--- config.mk ---
export PLATFORM = sky130hd
export DESIGN_NAME = mem_responder
export DESIGN_NICKNAME = d
export VERILOG_FILES = /design/src/rtl/mem_responder_pkg.sv /design/src/rtl/mem_responder_byte_ram.sv /design/src/rtl/mem_responder.sv
export SDC_FILE = /design/constraint.sdc
export NUM_CORES = 2
export LEC_CHECK = 0
export ABC_AREA = 1
export BUFFER_PORTS_ARGS = -buffer_cell sky130_fd_sc_hd__buf_2
export CAP_MARGIN = 20
export CELL_PAD_IN_SITES_DETAIL_PLACEMENT = 1
export CELL_PAD_IN_SITES_GLOBAL_PLACEMENT = 1
export CORE_ASPECT_RATIO = 2
export CORE_MARGIN = 8
export CORE_UTILIZATION = 56
export CTS_CLUSTER_DIAMETER = 40
export DETAILED_ROUTE_END_ITERATION = 12
export PLACE_DENSITY = 0.86
export SYNTH_ARGS = -nofsm -noshare
export SYNTH_HDL_FRONTEND = slang
export SYNTH_HIERARCHICAL = 1
export SYNTH_SLANG_ARGS = --single-unit
--- constraint.sdc ---
create_clock -name clk -period 15.2 [get_ports clk]
set_input_delay 3.04 -clock clk [delete_from_list [all_inputs] [get_ports clk]]
set_output_delay 3.04 -clock clk [all_outputs]
set_load 0.005 [all_outputs]
--- src/rtl/mem_responder_pkg.sv ---
// ------------------------------------------------------------------
// mem_responder_pkg: shared state encoding and address constants
// Rev 1.0
// ------------------------------------------------------------------
`timescale 1ns/1ps
`default_nettype none

package mem_responder_pkg;

  typedef enum logic [1:0] {
    ST_LOAD    = 2'b00,
    ST_RELEASE = 2'b01,
    ST_RUN     = 2'b10
  } state_t;

  localparam logic [7:0] DEFAULT_IOADDR = 8'hFF;

endpackage

`default_nettype wire

--- src/rtl/mem_responder_byte_ram.sv ---
// ------------------------------------------------------------------
// byte_ram: one synchronous write port, one asynchronous read port
// Rev 1.0
// ------------------------------------------------------------------
`timescale 1ns/1ps
`default_nettype none

module byte_ram #(
  parameter int WIDTH    = 8,
  parameter int ADDRBITS = 8
) (
  input  logic                clk,
  input  logic                we,
  input  logic [ADDRBITS-1:0] waddr,
  input  logic [WIDTH-1:0]    wdata,
  input  logic [ADDRBITS-1:0] raddr,
  output logic [WIDTH-1:0]    rdata
);

  localparam int DEPTH = 1 << ADDRBITS;

  // No reset: contents must survive a reset so a loaded program persists.
  logic [WIDTH-1:0] mem [0:DEPTH-1];

  always_ff @(posedge clk) begin
    if (we) begin
      mem[waddr] <= wdata;
    end
  end

  assign rdata = mem[raddr];

endmodule

`default_nettype wire

--- src/rtl/mem_responder.sv ---
// ------------------------------------------------------------------
// mem_responder: processor memory responder with host program loader
// Rev 1.0
// ------------------------------------------------------------------
`timescale 1ns/1ps
`default_nettype none

module mem_responder
  import mem_responder_pkg::*;
#(
  parameter int               WIDTH    = 8,
  parameter int               ADDRBITS = 8,
  parameter logic [WIDTH-1:0] IOADDR   = DEFAULT_IOADDR
) (
  input  logic             clk,
  input  logic             reset,
  input  logic             memread,
  input  logic             memwrite,
  input  logic [WIDTH-1:0] adr,
  input  logic [WIDTH-1:0] writedata,
  output logic [WIDTH-1:0] memdata,
  input  logic             load_start,
  input  logic             load_valid,
  input  logic [WIDTH-1:0] load_data,
  input  logic             load_last,
  output logic             load_ready,
  output logic             cpu_reset,
  output logic [WIDTH-1:0] io_out,
  output logic             io_strobe
);

  state_t              state, state_next;
  logic [ADDRBITS-1:0] ptr, ptr_next;
  logic                ram_we;
  logic [ADDRBITS-1:0] ram_waddr;
  logic [WIDTH-1:0]    ram_wdata;
  logic [WIDTH-1:0]    ram_rdata;
  logic                io_we;
  logic                is_io;

  assign is_io = (adr == IOADDR);

  always_ff @(posedge clk) begin
    if (reset) begin
      state     <= ST_LOAD;
      ptr       <= '0;
      io_out    <= '0;
      io_strobe <= 1'b0;
    end else begin
      state     <= state_next;
      ptr       <= ptr_next;
      io_strobe <= io_we;
      if (io_we) begin
        io_out <= writedata;
      end
    end
  end

  always_comb begin
    state_next = state;
    ptr_next   = ptr;
    ram_we     = 1'b0;
    ram_waddr  = ptr;
    ram_wdata  = load_data;
    io_we      = 1'b0;
    case (state)
      ST_LOAD: begin
        if (load_valid) begin
          ram_we   = 1'b1;
          ptr_next = ptr + ADDRBITS'(1);
          if (load_last) begin
            state_next = ST_RELEASE;
          end
        end
        // A restart request dominates: the beat lands, then the load begins anew.
        if (load_start) begin
          ptr_next   = '0;
          state_next = ST_LOAD;
        end
      end
      ST_RELEASE: begin
        state_next = ST_RUN;
      end
      ST_RUN: begin
        if (memwrite) begin
          if (is_io) begin
            io_we = 1'b1;
          end else begin
            ram_we    = 1'b1;
            ram_waddr = adr[ADDRBITS-1:0];
            ram_wdata = writedata;
          end
        end
        if (load_start) begin
          ptr_next   = '0;
          state_next = ST_LOAD;
        end
      end
      default: begin
        state_next = ST_LOAD;
        ptr_next   = '0;
      end
    endcase
  end

  assign load_ready = (state == ST_LOAD);
  assign cpu_reset  = (state != ST_RUN);

  // Read port shows pre-write contents when a write targets the same address.
  always_comb begin
    memdata = '0;
    if ((state == ST_RUN) && memread) begin
      memdata = is_io ? io_out : ram_rdata;
    end
  end

  byte_ram #(
    .WIDTH   (WIDTH),
    .ADDRBITS(ADDRBITS)
  ) u_ram (
    .clk  (clk),
    .we   (ram_we),
    .waddr(ram_waddr),
    .wdata(ram_wdata),
    .raddr(adr[ADDRBITS-1:0]),
    .rdata(ram_rdata)
  );

endmodule

`default_nettype wire

==> impl_results.html <==
<table>
<tr><th>Metric</th><th>Value</th></tr>
<tr><th colspan="2">Status</th></tr>
<tr><td>Run status</td><td>complete, but fails checks</td></tr>
<tr><td>Violated checks</td><td>slew limit</td></tr>
<tr><th colspan="2">Critical path</th></tr>
<tr><td>Max stage delay cell, worst path</td><td>sky130_fd_sc_hd__buf_4</td></tr>
<tr><td>Critical Path Fanout Max</td><td>254</td></tr>
<tr><td>Cell type group with the largest total delay on the critical path</td><td>buffers and inverters</td></tr>
<tr><td>Critical path start-end classification</td><td>in2out</td></tr>
<tr><td>Critical Path Source Type</td><td>primary input</td></tr>
<tr><td>Critical Path AT</td><td>8230 ps</td></tr>
<tr><td>Most frequent CP cell</td><td>sky130_fd_sc_hd__nand3_1</td></tr>
<tr><td>Required arrival time at the worst endpoint</td><td>12160 ps</td></tr>
<tr><td>Buffer and inverter count on the worst path</td><td>5</td></tr>
<tr><td>CP max stage delay</td><td>950 ps</td></tr>
<tr><td>Cell chain of the critical path</td><td>buf_8, inv_16, buf_4, buf_4, nand2_1, nand3_1, nand3_1, nand3_1, nand3_1, nand3_1, nand3_1, nand2_1, nand2_1, nand2_1, nor2_1, nor2_1, buf_2</td></tr>
<tr><td>Category of the worst setup path capture point</td><td>primary output</td></tr>
<tr><th colspan="2">Synth</th></tr>
<tr><td>Number of standard cells after synthesis</td><td>7224</td></tr>
<tr><td>Synth top area share</td><td>72.7%</td></tr>
<tr><td>Sequential cell area fraction in the yosys report</td><td>73.2%</td></tr>
<tr><td>Fraction of synthesized cell area in xor and xnor cells</td><td>0%</td></tr>
<tr><td>Synthesized netlist net count</td><td>7256</td></tr>
<tr><td>Number of enable flip-flop cells after synthesis</td><td>2048</td></tr>
<tr><td>Synth Area per Inst</td><td>11.7 um2</td></tr>
<tr><td>Netlist area before placement</td><td>84600 um2</td></tr>
<tr><td>Post-Synth Adder-Cell Area</td><td>0.0148%</td></tr>
<tr><td>FF+latch count, synth</td><td>2067</td></tr>
<tr><td>Post-synthesis mux area share</td><td>0%</td></tr>
<tr><td>Top post-synthesis cells by area</td><td>sky130_fd_sc_hd__edfxtp_1 (73%), sky130_fd_sc_hd__nand3_1 (12%), sky130_fd_sc_hd__nand2_1 (9.7%), sky130_fd_sc_hd__buf_2 (1.6%), sky130_fd_sc_hd__nor2_1 (1.5%)</td></tr>
<tr><td>Distinct cells, synth</td><td>29</td></tr>
<tr><td>Count of warnings emitted by yosys</td><td>6</td></tr>
<tr><td>Fraction of the mapped netlist area in compound gates</td><td>0.117%</td></tr>
<tr><td>Async set-reset flop share out of synthesis</td><td>0%</td></tr>
<tr><td>Biggest area consumer among synthesized cells</td><td>sky130_fd_sc_hd__edfxtp_1</td></tr>
<tr><td>Most instantiated flip-flop cell in the synthesis netlist</td><td>sky130_fd_sc_hd__edfxtp_1</td></tr>
<tr><td>Share of synthesized cell area in and, or, nand and nor gates</td><td>23.4%</td></tr>
<tr><td>Dominant combinational cell family by area after synthesis</td><td>simple AND/OR/NAND/NOR gates</td></tr>
<tr><th colspan="2">Cells and area</th></tr>
<tr><td>Number of nets in the layout</td><td>7074</td></tr>
<tr><td>FF+latch area</td><td>61900 um2</td></tr>
<tr><td>Layout cell share with drive strength beyond 1</td><td>5.73%</td></tr>
<tr><td>Finished Layout Cells</td><td>9112</td></tr>
<tr><td>Most frequent standard cell in the layout excluding fill and tap cells</td><td>sky130_fd_sc_hd__nand2_1</td></tr>
<tr><td>Layout fillers</td><td>14796</td></tr>
<tr><td>Area grow syn2layout</td><td>8.28%</td></tr>
<tr><td>Post-route cell area</td><td>91600 um2</td></tr>
<tr><td>Combined area of the multi-input logic cells</td><td>20000 um2</td></tr>
<tr><td>Top library cells by usage in the layout, fill and taps aside</td><td>sky130_fd_sc_hd__nand2_1 (2181), sky130_fd_sc_hd__edfxtp_1 (2048), sky130_fd_sc_hd__nand3_1 (2042), sky130_fd_sc_hd__nor2_1 (332), sky130_fd_sc_hd__clkbuf_16 (185)</td></tr>
<tr><th colspan="2">STA</th></tr>
<tr><td>Max-slew violation count</td><td>31</td></tr>
<tr><td>Final setup violating endpoints</td><td>0</td></tr>
<tr><td>Worst clock skew on the final layout</td><td>66.2 ps</td></tr>
<tr><td>Number of endpoints with negative hold slack in the final report</td><td>0</td></tr>
<tr><td>Setup repair after global routing missed its margin</td><td>false</td></tr>
<tr><td>Final period utilization</td><td>74.1%</td></tr>
<tr><td>Worst slew margin relative to its limit</td><td>-2.87%</td></tr>
<tr><td>Final critical-path required period</td><td>11270 ps</td></tr>
<tr><td>Sum of negative setup slack</td><td>0 ps</td></tr>
<tr><td>Maximum clock rate</td><td>88.7 MHz</td></tr>
<tr><td>Actual slew at the worst max-slew pin</td><td>1540 ps</td></tr>
<tr><td>Final critical-path setup slack</td><td>3930 ps</td></tr>
<tr><th colspan="2">Routing</th></tr>
<tr><td>DR vias/cell</td><td>6.77</td></tr>
<tr><td>Pre-Repair DR Iteration Count</td><td>6</td></tr>
<tr><td>DRC violations left</td><td>0</td></tr>
<tr><td>Drt wl/cell</td><td>32.1 um</td></tr>
<tr><td>Remaining antenna violation count after routing</td><td>0</td></tr>
<tr><td>Drt initial violations</td><td>8414</td></tr>
<tr><td>Number of vias after detailed routing</td><td>61674</td></tr>
<tr><td>DRT Wirelength</td><td>293000 um</td></tr>
<tr><th colspan="2">Power and ir drop</th></tr>
<tr><td>Overall power</td><td>11800 uW</td></tr>
<tr><td>Worst vdd ir</td><td>0.000124 V</td></tr>
<tr><td>Leakage power of the design</td><td>0.0317 uW</td></tr>
<tr><td>Total power density per cell area</td><td>129 nW/um2</td></tr>
<tr><th colspan="2">CTS</th></tr>
<tr><td>Number of buffers added by the clock tree synthesis step</td><td>182</td></tr>
<tr><td>Root buffer cell</td><td>sky130_fd_sc_hd__clkbuf_16</td></tr>
<tr><td>Clock input transition at the sequential cells of the worst setup and hold paths</td><td>60 ps</td></tr>
<tr><td>Longest Clk Path Bufs</td><td>4</td></tr>
<tr><td>TritonCTS clock tree</td><td>built</td></tr>
<tr><td>Clock latency at the later pin of the worst-skew pair</td><td>840 ps</td></tr>
<tr><td># hold bufs at CTS</td><td>0</td></tr>
<tr><td>Clock net sink count</td><td>2067</td></tr>
<tr><td>Number of gates resized after cts</td><td>0</td></tr>
<tr><td>Post-CTS setup-driven buffer insertion count</td><td>0</td></tr>
<tr><td>Level count of the clock H-tree</td><td>4</td></tr>
<tr><th colspan="2">Placement</th></tr>
<tr><td>Worst slack at placement</td><td>4650 ps</td></tr>
<tr><td>Cell total after placement</td><td>8783</td></tr>
<tr><td>IO Port Bufs</td><td>49</td></tr>
<tr><td>Final HPWL DP</td><td>163000 um</td></tr>
<tr><td>Post-detailed-placement cell area</td><td>85600 um2</td></tr>
<tr><td>Gp weighted congestion</td><td>0.864</td></tr>
<tr><th colspan="2">Global routing</th></tr>
<tr><td>Wire length of the first global-routing pass</td><td>425000 um</td></tr>
<tr><td>Largest net degree at the start of global routing</td><td>255</td></tr>
<tr><td>Congestion Overflow GR</td><td>0</td></tr>
<tr><td>Total routing resource utilization after global routing</td><td>34.7%</td></tr>
<tr><td>Vias in the first global route</td><td>65266</td></tr>
<tr><td>Antenna violations before repair</td><td>15</td></tr>
<tr><th colspan="2">Die</th></tr>
<tr><td>Effective utilization at floorplan</td><td>56.4%</td></tr>
<tr><td>IO Count</td><td>50</td></tr>
<tr><td>Standard cell core area</td><td>150000 um2</td></tr>
<tr><td>Die height</td><td>566 um</td></tr>
<tr><td>Die footprint</td><td>164000 um2</td></tr>
<tr><td>Die Span X</td><td>291 um</td></tr>
<tr><td>Total number of placement rows</td><td>201</td></tr>
<tr><th colspan="2">Worst hold path</th></tr>
<tr><td>Type of the worst min-delay path</td><td>reg2reg</td></tr>
<tr><th colspan="2">Flow run</th></tr>
<tr><td>Max Cap Viol</td><td>0</td></tr>
</table>
-- kinds of logic (layout without fill, tap and decap cells) --
family | after synthesis | count (layout)
and+or+nand+nor | 4579 | 4579
DFF | 2067 | 2067
buffers and inverters | 558 | 506
AOI/OAI and AO/OA | 19 | 19
adders and majority gates | 1 | 1
other | 0 | 12
-- per-layer routing --
metal  global-route usage, %  wire, um  vias to the layer above
met1                    37.0     91200                    30449
met2                    59.8    145000                     4668
met5                       0        80                        -
met4                    28.3     28100                       12
met3                    6.72     28200                     1438
li1                        -         -                    25107
-- path summary, 6_finish.rpt --
check	end	start	slack, ps	depth (start not counted)
max	memdata[7]	adr[0]	3930	17
min reg2reg	io_out[0]	io_out[0]	530	4
max reg2reg	u_ram/mem[95][2]	state[0]	9930	10
min	io_out[0]	io_out[0]	530	4
-- Yosys cell counts (2+ instances only) --
cell type / count
sky130_fd_sc_hd__buf_4: 47
sky130_fd_sc_hd__edfxtp_1: 2048
sky130_fd_sc_hd__nor3_1: 3
sky130_fd_sc_hd__nand2_2: 3
sky130_fd_sc_hd__buf_6: 18
sky130_fd_sc_hd__nand3_1: 2042
sky130_fd_sc_hd__inv_1: 65
sky130_fd_sc_hd__buf_1: 40
sky130_fd_sc_hd__o21ai_0: 13
sky130_fd_sc_hd__buf_2: 269
sky130_fd_sc_hd__a21oi_1: 5
sky130_fd_sc_hd__dfxtp_1: 19
sky130_fd_sc_hd__nand2_1: 2191
sky130_fd_sc_hd__nor2_1: 332
sky130_fd_sc_hd__inv_2: 2
sky130_fd_sc_hd__clkbuf_1: 114
-- tightest hold or removal path: cells and delay by family, from the launching register on --
family	cells	cell delay, ps
buffers and inverters	1	50
flip-flops	1	310
AND/OR/NAND/NOR	3	120
-- final cells by class --
| class | instances | area share [%] |
|---|---|---|
| Clock inverter | 99 | 1.21 |
| Multi-Input combinational cell | 4599 | 21.8 |
| Timing Repair Buffer | 123 | 1.16 |
| Tap cell | 1928 | 2.63 |
| Sequential cell | 2067 | 67.6 |
| Inverter | 69 | 0.320 |
| Clock buffer | 215 | 5.23 |
| Antenna cell | 12 | 0.0328 |
-- registers in the layout, summed over array words and instances (netlist names) --
name	cells
state	2
u_ram/mem	2048
ptr	8
io_strobe	1
io_out	8
-- power breakdown --
group / switching [uW] / leakage [uW] / internal, uW
logic: 652 / 0.0103 / 157
clock network: 2120 / 0.00287 / 2620
registers: 2.27 / 0.0186 / 6290
total: 2770 / 0.0317 / 9060
-- per-stage QoR --
stage	hold slack (ps)	util [%]
2_1_floorplan	474	-
3_3_place_gp	498	57.1
3_5_place_dp	524	57.1
4_1_cts	534	61.0
5_1_grt	582	61.1
6_report	532	61.1
Power figures use the tool's default switching activity.
